## config.mk

```make
export PLATFORM = sky130hd
export DESIGN_NAME = ehgu_clk_nphase
export DESIGN_NICKNAME = d
export VERILOG_FILES = /design/src/rtl/ehgu_clk_pkg.sv /design/src/rtl/ehgu_clk_nphase.sv
export SDC_FILE = /design/constraint.sdc
export NUM_CORES = 1
export LEC_CHECK = 0
export CORE_MARGIN = 3
export CORE_UTILIZATION = 25
export CTS_CLUSTER_SIZE = 12
export DETAILED_ROUTE_END_ITERATION = 10
export PLACE_DENSITY_LB_ADDON = 0.2
export SLEW_MARGIN = 25
export SYNTH_ARGS = -nofsm -noshare
export SYNTH_HDL_FRONTEND = slang
export SYNTH_SLANG_ARGS = --single-unit
```

## constraint.sdc

```tcl
create_clock -name clkin -period 2.8 [get_ports clkin]
set_clock_uncertainty 0.2 [all_clocks]
set_input_delay 0.28 -clock clkin [delete_from_list [all_inputs] [get_ports clkin]]
set_output_delay 0.28 -clock clkin [all_outputs]
set_load 0.01 [all_outputs]
```

## src/rtl/ehgu_clk_pkg.sv

```systemverilog
// ehgu_clk_pkg: shared types and helpers for the N-phase non-overlapping clock generator.
//   nphase_state_t : FSM state encoding (IDLE, ACTIVE, GAP)
//   idx_w()        : width of the phase index for a given phase count
package ehgu_clk_pkg;

   typedef enum logic [1:0] {IDLE, ACTIVE, GAP} nphase_state_t;

   function automatic int idx_w(input int n);
      return (n < 2) ? 1 : $clog2(n);
   endfunction

endpackage

```

## src/rtl/ehgu_clk_nphase.sv

```systemverilog
// ehgu_clk_nphase: counter-based generator of NPH mutually non-overlapping phase clocks.
//   clkin       : source clock, all logic on posedge
//   rst         : asynchronous active-high reset
//   en          : run request, acted on only when idle or at the end of a frame
//   high_cyc    : phase high time in clkin cycles (0 behaves as 1)
//   gap_cyc     : dead time between consecutive phases (0 allowed)
//   clkp        : registered one-hot-or-zero phase clocks
//   phase_idx   : index of the current or last active phase
//   frame_start : one-cycle pulse coincident with clkp[0] rising
//   busy        : high whenever the FSM is not idle
module ehgu_clk_nphase
   import ehgu_clk_pkg::*;
#(
   parameter int NPH = 2,
   parameter int CW  = 8
) (
   input  logic                   clkin,
   input  logic                   rst,
   input  logic                   en,
   input  logic [CW-1:0]          high_cyc,
   input  logic [CW-1:0]          gap_cyc,
   output logic [NPH-1:0]         clkp,
   output logic [idx_w(NPH)-1:0]  phase_idx,
   output logic                   frame_start,
   output logic                   busy
);

   localparam int IW = idx_w(NPH);

   nphase_state_t state;
   logic [CW-1:0] cnt, high_l, gap_l;
   logic          act_end, gap_end, adv, wrap, start;
   logic [IW-1:0] nidx;

   // Comparisons use latched value minus one, so high_cyc = 2^CW-1 never overflows cnt.
   always_comb begin
      act_end = (state == ACTIVE) && (cnt == high_l - 1'b1);
      gap_end = (state == GAP) && (cnt == gap_l - 1'b1);
      adv     = (act_end && (gap_l == '0)) || gap_end;
      wrap    = (phase_idx == IW'(NPH - 1));
      start   = ((state == IDLE) && en) || (adv && wrap && en);
      nidx    = phase_idx + 1'b1;
   end

   assign busy = (state != IDLE);

   always_ff @(posedge clkin or posedge rst) begin
      if (rst) begin
         state       <= IDLE;
         cnt         <= '0;
         high_l      <= '0;
         gap_l       <= '0;
         clkp        <= '0;
         phase_idx   <= '0;
         frame_start <= 1'b0;
      end else begin
         frame_start <= start;
         if (start) begin
            state     <= ACTIVE;
            high_l    <= (high_cyc == '0) ? CW'(1) : high_cyc;
            gap_l     <= gap_cyc;
            clkp      <= NPH'(1);
            phase_idx <= '0;
            cnt       <= '0;
         end else if (adv && wrap) begin
            state <= IDLE;
            clkp  <= '0;
            cnt   <= '0;
         end else if (adv) begin
            // Falling and rising phases switch on the same edge; both are registered.
            state     <= ACTIVE;
            phase_idx <= nidx;
            clkp      <= NPH'(1) << nidx;
            cnt       <= '0;
         end else if (act_end) begin
            state <= GAP;
            clkp  <= '0;
            cnt   <= '0;
         end else if (state != IDLE) begin
            cnt <= cnt + 1'b1;
         end
      end
   end

endmodule

```

**Word-level counts from Yosys, hierarchy flattened**

Cells that the tools add are included.

- Flip-flop bits (word level): 30
- Input port bits: 19
- Output and inout port bits: 5
- Word-level logic and storage cells: 50

- Add/sub/neg operators: 4
- Equal/unequal tests: 5
- Shifts and indexed selects: 1
- Muxes and demuxes: 17
- Reductions and logical operators: 16

Operators by type and width:

| operator | number |
|---|---|
| 8-bit 2-to-1 mux | 6 |
| 8-bit == test | 2 |
| 8-bit zero test | 2 |
| 2-bit 2-to-1 mux | 8 |
| 8-bit by 1-bit subtractor with 8-bit output, second input constant | 2 |
| 8-bit by 1-bit adder with 8-bit output, second input constant | 1 |
| 1-bit logical AND | 6 |
| 5-bit nonzero test | 1 |
| 2-bit nonzero test | 2 |
| 4-bit nonzero test | 1 |
| 1-bit 2-to-1 mux | 3 |
| 2-bit by 1-bit == test with 1-bit output, second input constant | 1 |
| 2-bit == test, second input constant | 1 |
| 2-bit zero test | 1 |
| 1-bit logical OR | 2 |
| 2-bit != test, second input constant | 1 |
| 2-bit AND reduction | 1 |
| 1-bit by 1-bit left shift with 2-bit output, first input constant | 1 |
| 1-bit adder, second input constant | 1 |

**Depth between registers and ports, before layout**

Gate-level depths: netlist of the first run.

- Depth in word-level cells: 10
- Gate-level depth with buffers: 10

**Worst setup path after synthesis of the first run**

Ideal clock, no wire load.

- Path type: flip-flop to flip-flop
- Start point: reg high_l[2]
- End point: reg gap_l[0]
- Setup time: 125 ps
- Arrival time: 2637 ps
- Slack: -162 ps
- Cell stages (with the launch flop): 9
- Period minus slack after synthesis: 2962 ps
- Cell sequence: dfrtp_1 > or4_4 > o21a_1 > o311ai_2 > a21oi_2 > o31a_1 > a21oi_4 > buf_12 > mux2_4

- Longest elaborated chain between the ends: 8

RTL lines:

| item | line | text |
|---|---|---|
| start: declaration | ehgu_clk_nphase.sv:31 | `logic [CW-1:0] cnt, high_l, gap_l;` |
| start signal: assignment | ehgu_clk_nphase.sv:60 | `high_l <= (high_cyc == '0) ? CW'(1) : high_cyc;` |
| 8-bit by 1-bit subtractor with 8-bit output | ehgu_clk_nphase.sv:37 | `act_end = (state == ACTIVE) && (cnt == high_l - 1'b1);` |
| 8-bit == test | ehgu_clk_nphase.sv:37 |  |
| 1-bit logical AND | ehgu_clk_nphase.sv:37 |  |
| 1-bit logical AND | ehgu_clk_nphase.sv:39 | `adv = (act_end && (gap_l == '0)) \|\| gap_end;` |
| 1-bit logical OR | ehgu_clk_nphase.sv:39 |  |
| 1-bit logical AND (2 in series) | ehgu_clk_nphase.sv:41 | `start = ((state == IDLE) && en) \|\| (adv && wrap && en);` |
| 1-bit logical OR | ehgu_clk_nphase.sv:41 |  |
| net start | ehgu_clk_nphase.sv:32 | `logic act_end, gap_end, adv, wrap, start;` |
| end signal: assignment | ehgu_clk_nphase.sv:61 | `gap_l <= gap_cyc;` |
| end: declaration | ehgu_clk_nphase.sv:31 |  |

The timed path passes the listed nets, and every way through them passes these cells.
A chain may end at the register's enable or synchronous reset.

**Final worst setup path of the first run**

- Start point: reg high_l[1]
- End point: reg high_l[1]

- Longest elaborated chain between the ends: 8

RTL lines:

| item | line |
|---|---|
| 8-bit by 1-bit subtractor with 8-bit output | ehgu_clk_nphase.sv:37 |
| 8-bit == test | ehgu_clk_nphase.sv:37 |
| 1-bit logical AND | ehgu_clk_nphase.sv:37 |
| 1-bit logical AND | ehgu_clk_nphase.sv:39 |
| 1-bit logical OR | ehgu_clk_nphase.sv:39 |
| 1-bit logical AND (2 in series) | ehgu_clk_nphase.sv:41 |
| 1-bit logical OR | ehgu_clk_nphase.sv:41 |

Every way passes these cells.

==> impl_summary.log, run 1 <==
INFO  metric run_status = finished with violations
INFO  metric violations = negative setup slack
INFO  metric rows = 30
INFO  metric timing.critical_path.slowest_stage_cell = sky130_fd_sc_hd__or4_4
INFO  metric worstSetupPathType = flop to flop
INFO  metric p_clk_share = 14.3%
INFO  metric rsz0062_at_grt = yes
INFO  metric synth_cells = 172
INFO  metric final_layout_size_suffix_gt1_share = 30.4%
INFO  metric core_region_area = 0.00687 mm^2
INFO  metric yosys_warnings = 0
INFO  metric drt_first_iter_violations = 51
INFO  metric antenna_cells = 0
INFO  metric yosys.cell_types.count = 45
INFO  metric worst_skew_pair.late_latency = 0.28 ns
INFO  metric post-route-drc-count = 0
INFO  metric min_period = 2.86 ns
INFO  metric report.final.setup_viol = 12
INFO  metric final_hold_viol_count = 0
INFO  metric stdcell_count = 336
INFO  metric synth_area_leader_cell = sky130_fd_sc_hd__dfrtp_1
INFO  metric area.growth.synth_to_final = 43.9%
INFO  metric cts_max_level = 2
INFO  metric power-per-cell-area = 990 mW/mm^2
INFO  metric dpl.cell_count = 319
INFO  metric timing.critical_path.cells = or4_4 > o21a_1 > o311ai_2 > a21oi_2 > o31a_1 > a21oi_4 > buf_6 > buf_12 > mux2_4
INFO  metric worstSetupStartpointType = flop
INFO  metric drtPass1Iterations = 4
INFO  metric netlist.area_leader.share = 41.8%
INFO  metric synth.top_cells.by_area = sky130_fd_sc_hd__dfrtp_1 (42%), sky130_fd_sc_hd__xnor2_1 (8.3%), sky130_fd_sc_hd__mux2_2 (5.6%)
INFO  metric crit_arrival = 2.82 ns
INFO  metric achievable-frequency = 349 MHz
INFO  metric avgViaCountPerCell = 4.38
INFO  metric clock_tree.root_cell = sky130_fd_sc_hd__clkbuf_8
INFO  metric reg2reg_from = high_l[1]$_DFFE_PP0N_
INFO  metric syn-cell-area = 0.00180 mm^2
INFO  metric cp_max_fo = 5
INFO  metric post_drt_wl_per_cell = 13.6 um
INFO  metric detailedPlacementHpwl = 3.18 mm
INFO  metric cts.path.max_buffers = 2
INFO  metric number_of_antenna_violations_at_the_first_check_in_global_routing = 0
INFO  metric min_path_type = input port to async pin
INFO  metric worstRegToRegCells = 9
INFO  metric cts.clk_slew.worst_paths = 0.07 ns
INFO  metric cpPeakStageDelay = 0.53 ns
INFO  metric finish.net_count = 261
INFO  metric vias_in_the_first_global_route = 1484
INFO  metric synth_fp_nets = 194
INFO  metric worst-endpoint-required = 2.76 ns
INFO  metric global_route.usage.total = 11.6%
INFO  metric num_vias = 1470
INFO  metric route.antenna.remaining_nets = 0
INFO  metric ir_worst_vdd = 405 uV
INFO  metric clkSinkCount = 30
INFO  metric io_pins = 24
INFO  metric cellLeakagePower = 1.10 nW
INFO  metric min_period_over_period = 102%
INFO  metric synth_enable_flop_cells = 0
INFO  metric synthesized_flop_and_latch_total = 30
INFO  metric total_net_switching_power = 0.937 mW
INFO  metric power.internal = 1.62 mW
INFO  metric grt_remaining_overflow = 0
INFO  metric report.final.slew_viol_count = 0
INFO  metric rrSetupSlack = -0.06 ns
INFO  metric final.fill_count = 692
INFO  metric tritoncts_buffer_count = 5
INFO  metric die_x = 90.7 um
INFO  metric cts_tree = done
INFO  metric dieHeight = 90.7 um
INFO  metric seq_power_share = 31.7%
INFO  metric setup.worst_path.end_class = flop
INFO  metric largest_net_degree_at_the_start_of_global_routing = 31
INFO  metric post-route-worst-setup-slack = -0.0615 ns
INFO  metric yosysSeqAreaShare = 41.8%
INFO  metric power_frac_comb = 54.0%
INFO  metric measured_slew_at_the_worst_slew_check_pin = 0.431 ns
INFO  metric port-buffer-count = 23
INFO  metric die_area = 0.00823 mm^2
INFO  metric layout.cells.most_common = sky130_fd_sc_hd__buf_4
INFO  metric timing.max_slew.rel_slack = 71.0%
INFO  metric regToRegEndpoint = high_l[1]$_DFFE_PP0N_
INFO  metric routed_wl = 4.56 mm
INFO  metric grt_pass1_wl = 7.66 mm
INFO  metric postSynth.topFlopCell = sky130_fd_sc_hd__dfrtp_1
INFO  metric avgSynthCellArea = 10.4 um^2
INFO  metric setup-tns-final = -0.463 ns
INFO  metric fin_total_pwr = 2.56 mW
INFO  metric switching_share_of_power = 36.6%
INFO  metric layout.cells.most_common_list = sky130_fd_sc_hd__buf_4 (37), sky130_fd_sc_hd__dfrtp_1 (30), sky130_fd_sc_hd__clkdlybuf4s50_1 (23)
INFO  metric gp_congestion = 0.792
INFO  metric async_flop_share = 100%
INFO  metric initial_utilization = 26.1%
INFO  metric max_cap_viol_count = 0
## metrics by stage
step                hold slack [ns]  util, %  instance area, um^2  worst slack (ns)
finish                        0.186     37.6                 2580           -0.0615
global route                  0.235     37.6                 2580            -0.175
CTS                           0.201     37.7                 2590           -0.0850
detailed placement            0.308     34.7                 2380           -0.0782
global placement              0.333     34.7                 2380           -0.0764
floorplan                     0.167        -                 1800           -0.0790
## synth_stat cells (2+ instances only)
cell,number
sky130_fd_sc_hd__dfrtp_1,30
sky130_fd_sc_hd__nor2_1,20
sky130_fd_sc_hd__xnor2_1,17
sky130_fd_sc_hd__mux2_2,9
sky130_fd_sc_hd__nand2_1,9
sky130_fd_sc_hd__nor3_1,8
sky130_fd_sc_hd__a21oi_1,7
sky130_fd_sc_hd__inv_1,7
sky130_fd_sc_hd__xor2_1,7
sky130_fd_sc_hd__mux2_4,5
sky130_fd_sc_hd__a21o_1,3
sky130_fd_sc_hd__clkbuf_1,3
sky130_fd_sc_hd__ha_1,3
sky130_fd_sc_hd__mux2i_1,3
sky130_fd_sc_hd__nand3_1,3
sky130_fd_sc_hd__nor3b_1,3
sky130_fd_sc_hd__o211ai_1,3
sky130_fd_sc_hd__nor4_1,2
sky130_fd_sc_hd__o21a_1,2
sky130_fd_sc_hd__o21ai_0,2
sky130_fd_sc_hd__or3_1,2
## worst max-delay path, delay by kind of cell, from the launching register on
family | cells | cell delay (ns)
AO/OA/AOI/OAI | 5 | 1.09
buffers and inverters | 2 | 0.24
flip-flops | 1 | 0.41
multiplexers | 1 | 0.29
AND/OR/NAND/NOR | 1 | 0.53
## registers in the layout, summed over array words and instances, names as in the netlist
signal       count
clkp             2
state            2
phase_idx        1
cnt              8
high_l           8
gap_l            8
frame_start      1
## cell families after synthesis
group           count (synthesis)  synth area share [%]
flops                          30                  41.8
fa+ha+maj                       3                  2.09
mux                            17                  11.5
buf+inv                        12                  3.48
compound gates                 32                  14.0
simple gates                   54                  15.4
xor+xnor                       24                  11.7
## worst max path at each step
| stage | from | to | slack, ns |
|---|---|---|---|
| 2_1_floorplan | high_l[0]$_DFFE_PP0N_ | gap_l[0]$_DFFE_PP0N_ | -0.08 |
| 3_3_place_gp | gap_l[0]$_DFFE_PP0N_ | gap_l[0]$_DFFE_PP0N_ | -0.08 |
| 3_5_place_dp | high_l[1]$_DFFE_PP0N_ | high_l[5]$_DFFE_PP0N_ | -0.08 |
| 4_1_cts | high_l[1]$_DFFE_PP0N_ | high_l[7]$_DFFE_PP0N_ | -0.08 |
| 5_1_grt | high_l[1]$_DFFE_PP0N_ | high_l[4]$_DFFE_PP0N_ | -0.17 |
| 6_report | high_l[1]$_DFFE_PP0N_ | high_l[1]$_DFFE_PP0N_ | -0.06 |
## routing by layer
metal  global-route usage (%)  part of all wire [%]  vias up
met3                     2.58                   1.7        4
met5                        0                     0        -
met2                     17.2                    45       13
met4                     4.59                   1.3        0
met1                     16.3                    52      704
li1                         -                     -      749
## power groups by stage
stage	registers [mW]	clock network, mW	logic (mW)
detailed placement	0.819	0	1.28
global route	0.842	0.403	1.51
finish	0.811	0.366	1.38
global placement	0.825	0	1.28
CTS	0.813	0.381	1.36
floorplan	0.790	0	0.805
## repair_timing
item                                    4_1_cts  5_1_grt
resized for setup                            12        4
gates cloned                                  1        0
endpoints found under the setup margin       15       17
pin swaps                                     7        1
buffers inserted                              9        1
hold buffers                                  0        0
## layout make-up
class                           count  area, um^2  area share (%)
Sequential cell                    30         751            29.1
Multi-Input combinational cell    130        1020            39.6
Timing Repair Buffer               65         573            22.2
Tap cell                           96         120            4.65
Clock inverter                      1        5.00           0.194
Inverter                            7        26.3            1.02
Clock buffer                        7        86.3            3.34
Power figures use the tool's default switching activity.
==> run 2: changes to the inputs <==
Settings changed: CORE_MARGIN 3 to unset.
==> run 2 against run 1 <==
Effect of this change: the run still ends with negative setup slack left; global-route usage up 1.1 points; final cell count decreased by 3.0%; worst setup slack got worse by 0.081 ns; critical path depth unchanged; utilization down 0.75 points; design area fell by 2.0%; register-to-register slack got worse by 0.08 ns; clock power down 4%; critical path type unchanged.
==> impl_summary.log, run 2 (synthesis results as in run 1) <==
INFO  metric drtPass1Iterations = 4
INFO  metric layout.cells.most_common_list = sky130_fd_sc_hd__buf_4 (31), sky130_fd_sc_hd__dfrtp_1 (30), sky130_fd_sc_hd__clkdlybuf4s50_1 (23)
INFO  metric min_period_over_period = 105%
INFO  metric drt_first_iter_violations = 55
INFO  metric detailed_place.area = 0.00235 mm^2
INFO  metric achievable-frequency = 340 MHz
INFO  metric die_x = 86.7 um
INFO  metric top_usage_layer = met2
INFO  metric power_frac_comb = 53.3%
INFO  metric rrSetupSlack = -0.14 ns
INFO  metric post-route-worst-setup-slack = -0.142 ns
INFO  metric route.antenna.remaining_nets = 0
INFO  metric post-route-drc-count = 0
INFO  metric seqCellArea = 751 um^2
INFO  metric min_period = 2.94 ns
INFO  metric stdcell_count = 326
INFO  metric cellLeakagePower = 1.07 nW
INFO  metric global_route.usage.met3 = 3.33%
INFO  metric cp_max_fo = 8
INFO  metric regToRegEndpoint = high_l[7]$_DFFE_PP0N_
INFO  metric worstRegToRegCells = 9
INFO  metric dpl.cell_count = 316
INFO  metric timing.max_slew.rel_slack = 68.5%
INFO  metric report.final.setup_viol = 15
INFO  metric antenna_cells = 0
INFO  metric num_vias = 1450
INFO  metric finish.net_count = 253
INFO  metric power.internal = 1.60 mW
INFO  metric reg2reg_from = high_l[0]$_DFFE_PP0N_
INFO  metric worst-endpoint-required = 2.77 ns
INFO  metric final.fill_count = 686
INFO  metric worstSetupStartpointType = flop
INFO  metric clkSinkCount = 30
INFO  metric rsz0062_at_grt = yes
INFO  metric avgViaCountPerCell = 4.45
INFO  metric grt_pass1_wl = 7.15 mm
INFO  metric core_region_area = 0.00687 mm^2
INFO  metric min_path_type = input port to async pin
INFO  metric rows = 30
INFO  metric max_cap_viol_count = 0
INFO  metric number_of_antenna_violations_at_the_first_check_in_global_routing = 0
INFO  metric worst_skew_pair.late_latency = 0.28 ns
INFO  metric report.final.slew_viol_count = 0
INFO  metric holdBufCountCts = 0
INFO  metric area.growth.synth_to_final = 41.0%
INFO  metric measured_slew_at_the_worst_slew_check_pin = 0.467 ns
INFO  metric vias_in_the_first_global_route = 1414
INFO  metric port-buffer-count = 23
INFO  metric tritoncts_buffer_count = 5
INFO  metric final_layout_size_suffix_gt1_share = 29.6%
INFO  metric area_of_the_multi_input_gates = 0.00104 mm^2
INFO  metric total_net_switching_power = 0.919 mW
INFO  metric post_drt_wl_per_cell = 13.3 um
INFO  metric dieHeight = 86.7 um
INFO  metric detailedPlacementHpwl = 3.14 mm
INFO  metric gp_congestion = 0.764
INFO  metric routed_wl = 4.33 mm
INFO  metric final_area = 0.00253 mm^2
INFO  metric violations = negative setup slack
INFO  metric p_clk_share = 13.9%
INFO  metric switching_share_of_power = 36.5%
INFO  metric cts_max_level = 2
INFO  metric seq_power_share = 32.8%
INFO  metric cts_tree = done
INFO  metric largest_net_degree_at_the_start_of_global_routing = 31
INFO  metric run_status = finished with violations
INFO  metric crit_arrival = 2.91 ns
INFO  metric reg_top3 = cnt x8, gap_l x8, high_l x8
INFO  metric io_pins = 24
INFO  metric use_met1 = 17.8%
INFO  metric die_area = 0.00752 mm^2
INFO  metric power-per-cell-area = 993 mW/mm^2
INFO  metric worstSetupPathType = flop to flop
INFO  metric global_route.usage.total = 12.7%
INFO  metric final_hold_viol_count = 0
INFO  metric cts.clk_slew.worst_paths = 0.07 ns
INFO  metric ir_worst_vdd = 330 uV
INFO  metric clock_tree.root_cell = sky130_fd_sc_hd__clkbuf_8
INFO  metric grt_remaining_overflow = 0
INFO  metric setup.worst_path.end_class = flop
INFO  metric initial_utilization = 26.1%
INFO  metric holdWs = 0.179 ns
INFO  metric fin_total_pwr = 2.52 mW
INFO  metric layout.cells.most_common = sky130_fd_sc_hd__buf_4
INFO  metric cts.path.max_buffers = 2
INFO  metric global_route.usage.met2 = 18.9%
==> run 2: area by class of cell <==
class | count | share of cell area (%)
repair buffers | 57 | 20.1
flip-flops and latches | 30 | 29.6
multi-input cells | 130 | 41.2
clock buffers | 6 | 3.26
inverters | 7 | 1.04
well taps | 96 | 4.74
==> run 2: per-stage QoR <==
| stage | setup TNS, ns | setup WS [ns] | util (%) |
|---|---|---|---|
| 2_1_floorplan | -0.395 | -0.0790 | - |
| 3_3_place_gp | -2.44 | -0.206 | 34.2 |
| 3_5_place_dp | -2.18 | -0.201 | 34.2 |
| 4_1_cts | -1.34 | -0.125 | 35.8 |
| 5_1_grt | -4.16 | -0.269 | 36.9 |
| 6_report | -1.86 | -0.142 | 36.9 |
==> run 2: how the worst max path moves through the flow <==
stage,from,to,cells past startpoint
final,high_l[0]$_DFFE_PP0N_,high_l[7]$_DFFE_PP0N_,9
after CTS,high_l[1]$_DFFE_PP0N_,high_l[7]$_DFFE_PP0N_,10
after floorplan,high_l[0]$_DFFE_PP0N_,gap_l[0]$_DFFE_PP0N_,10
after global placement,high_l[0]$_DFFE_PP0N_,high_l[5]$_DFFE_PP0N_,10
after global routing,high_l[1]$_DFFE_PP0N_,high_l[5]$_DFFE_PP0N_,10
after detailed placement,high_l[0]$_DFFE_PP0N_,high_l[7]$_DFFE_PP0N_,10
==> run 2: power groups by stage <==
stage | sequential (mW) | clock, mW | combinational, mW
4_1_cts | 0.828 | 0.362 | 1.26
3_3_place_gp | 0.839 | 0 | 1.23
5_1_grt | 0.858 | 0.386 | 1.48
6_report | 0.826 | 0.351 | 1.34
2_1_floorplan | 0.790 | 0 | 0.805
3_5_place_dp | 0.834 | 0 | 1.23
==> run 2: critical path, stage by stage (launching register included) <==
cell and delay (ns):
sky130_fd_sc_hd__dfrtp_1 0.40, sky130_fd_sc_hd__buf_4 0.15, sky130_fd_sc_hd__or4_4 0.49, sky130_fd_sc_hd__o21a_1 0.20, sky130_fd_sc_hd__o311ai_2 0.25, sky130_fd_sc_hd__a21oi_2 0.13
sky130_fd_sc_hd__o31a_1 0.31, sky130_fd_sc_hd__a21oi_4 0.22, sky130_fd_sc_hd__buf_8 0.18, sky130_fd_sc_hd__mux2_4 0.31
==> run 2: timing repair <==
item,in CTS,in global routing
buffers inserted,2,2
gates resized for setup,4,15
cloned,0,0
pin swaps,0,8
setup endpoints to repair,15,21
==> run 2: layer usage <==
| metal | vias to the layer above | part of all wire [%] | wire, um |
|---|---|---|---|
| met5 | - | 0 | 0 |
| met4 | 0 | 1.5 | 67 |
| met3 | 6 | 2.4 | 104 |
| met2 | 16 | 44 | 1920 |
| met1 | 703 | 52 | 2240 |
| li1 | 725 | - | - |
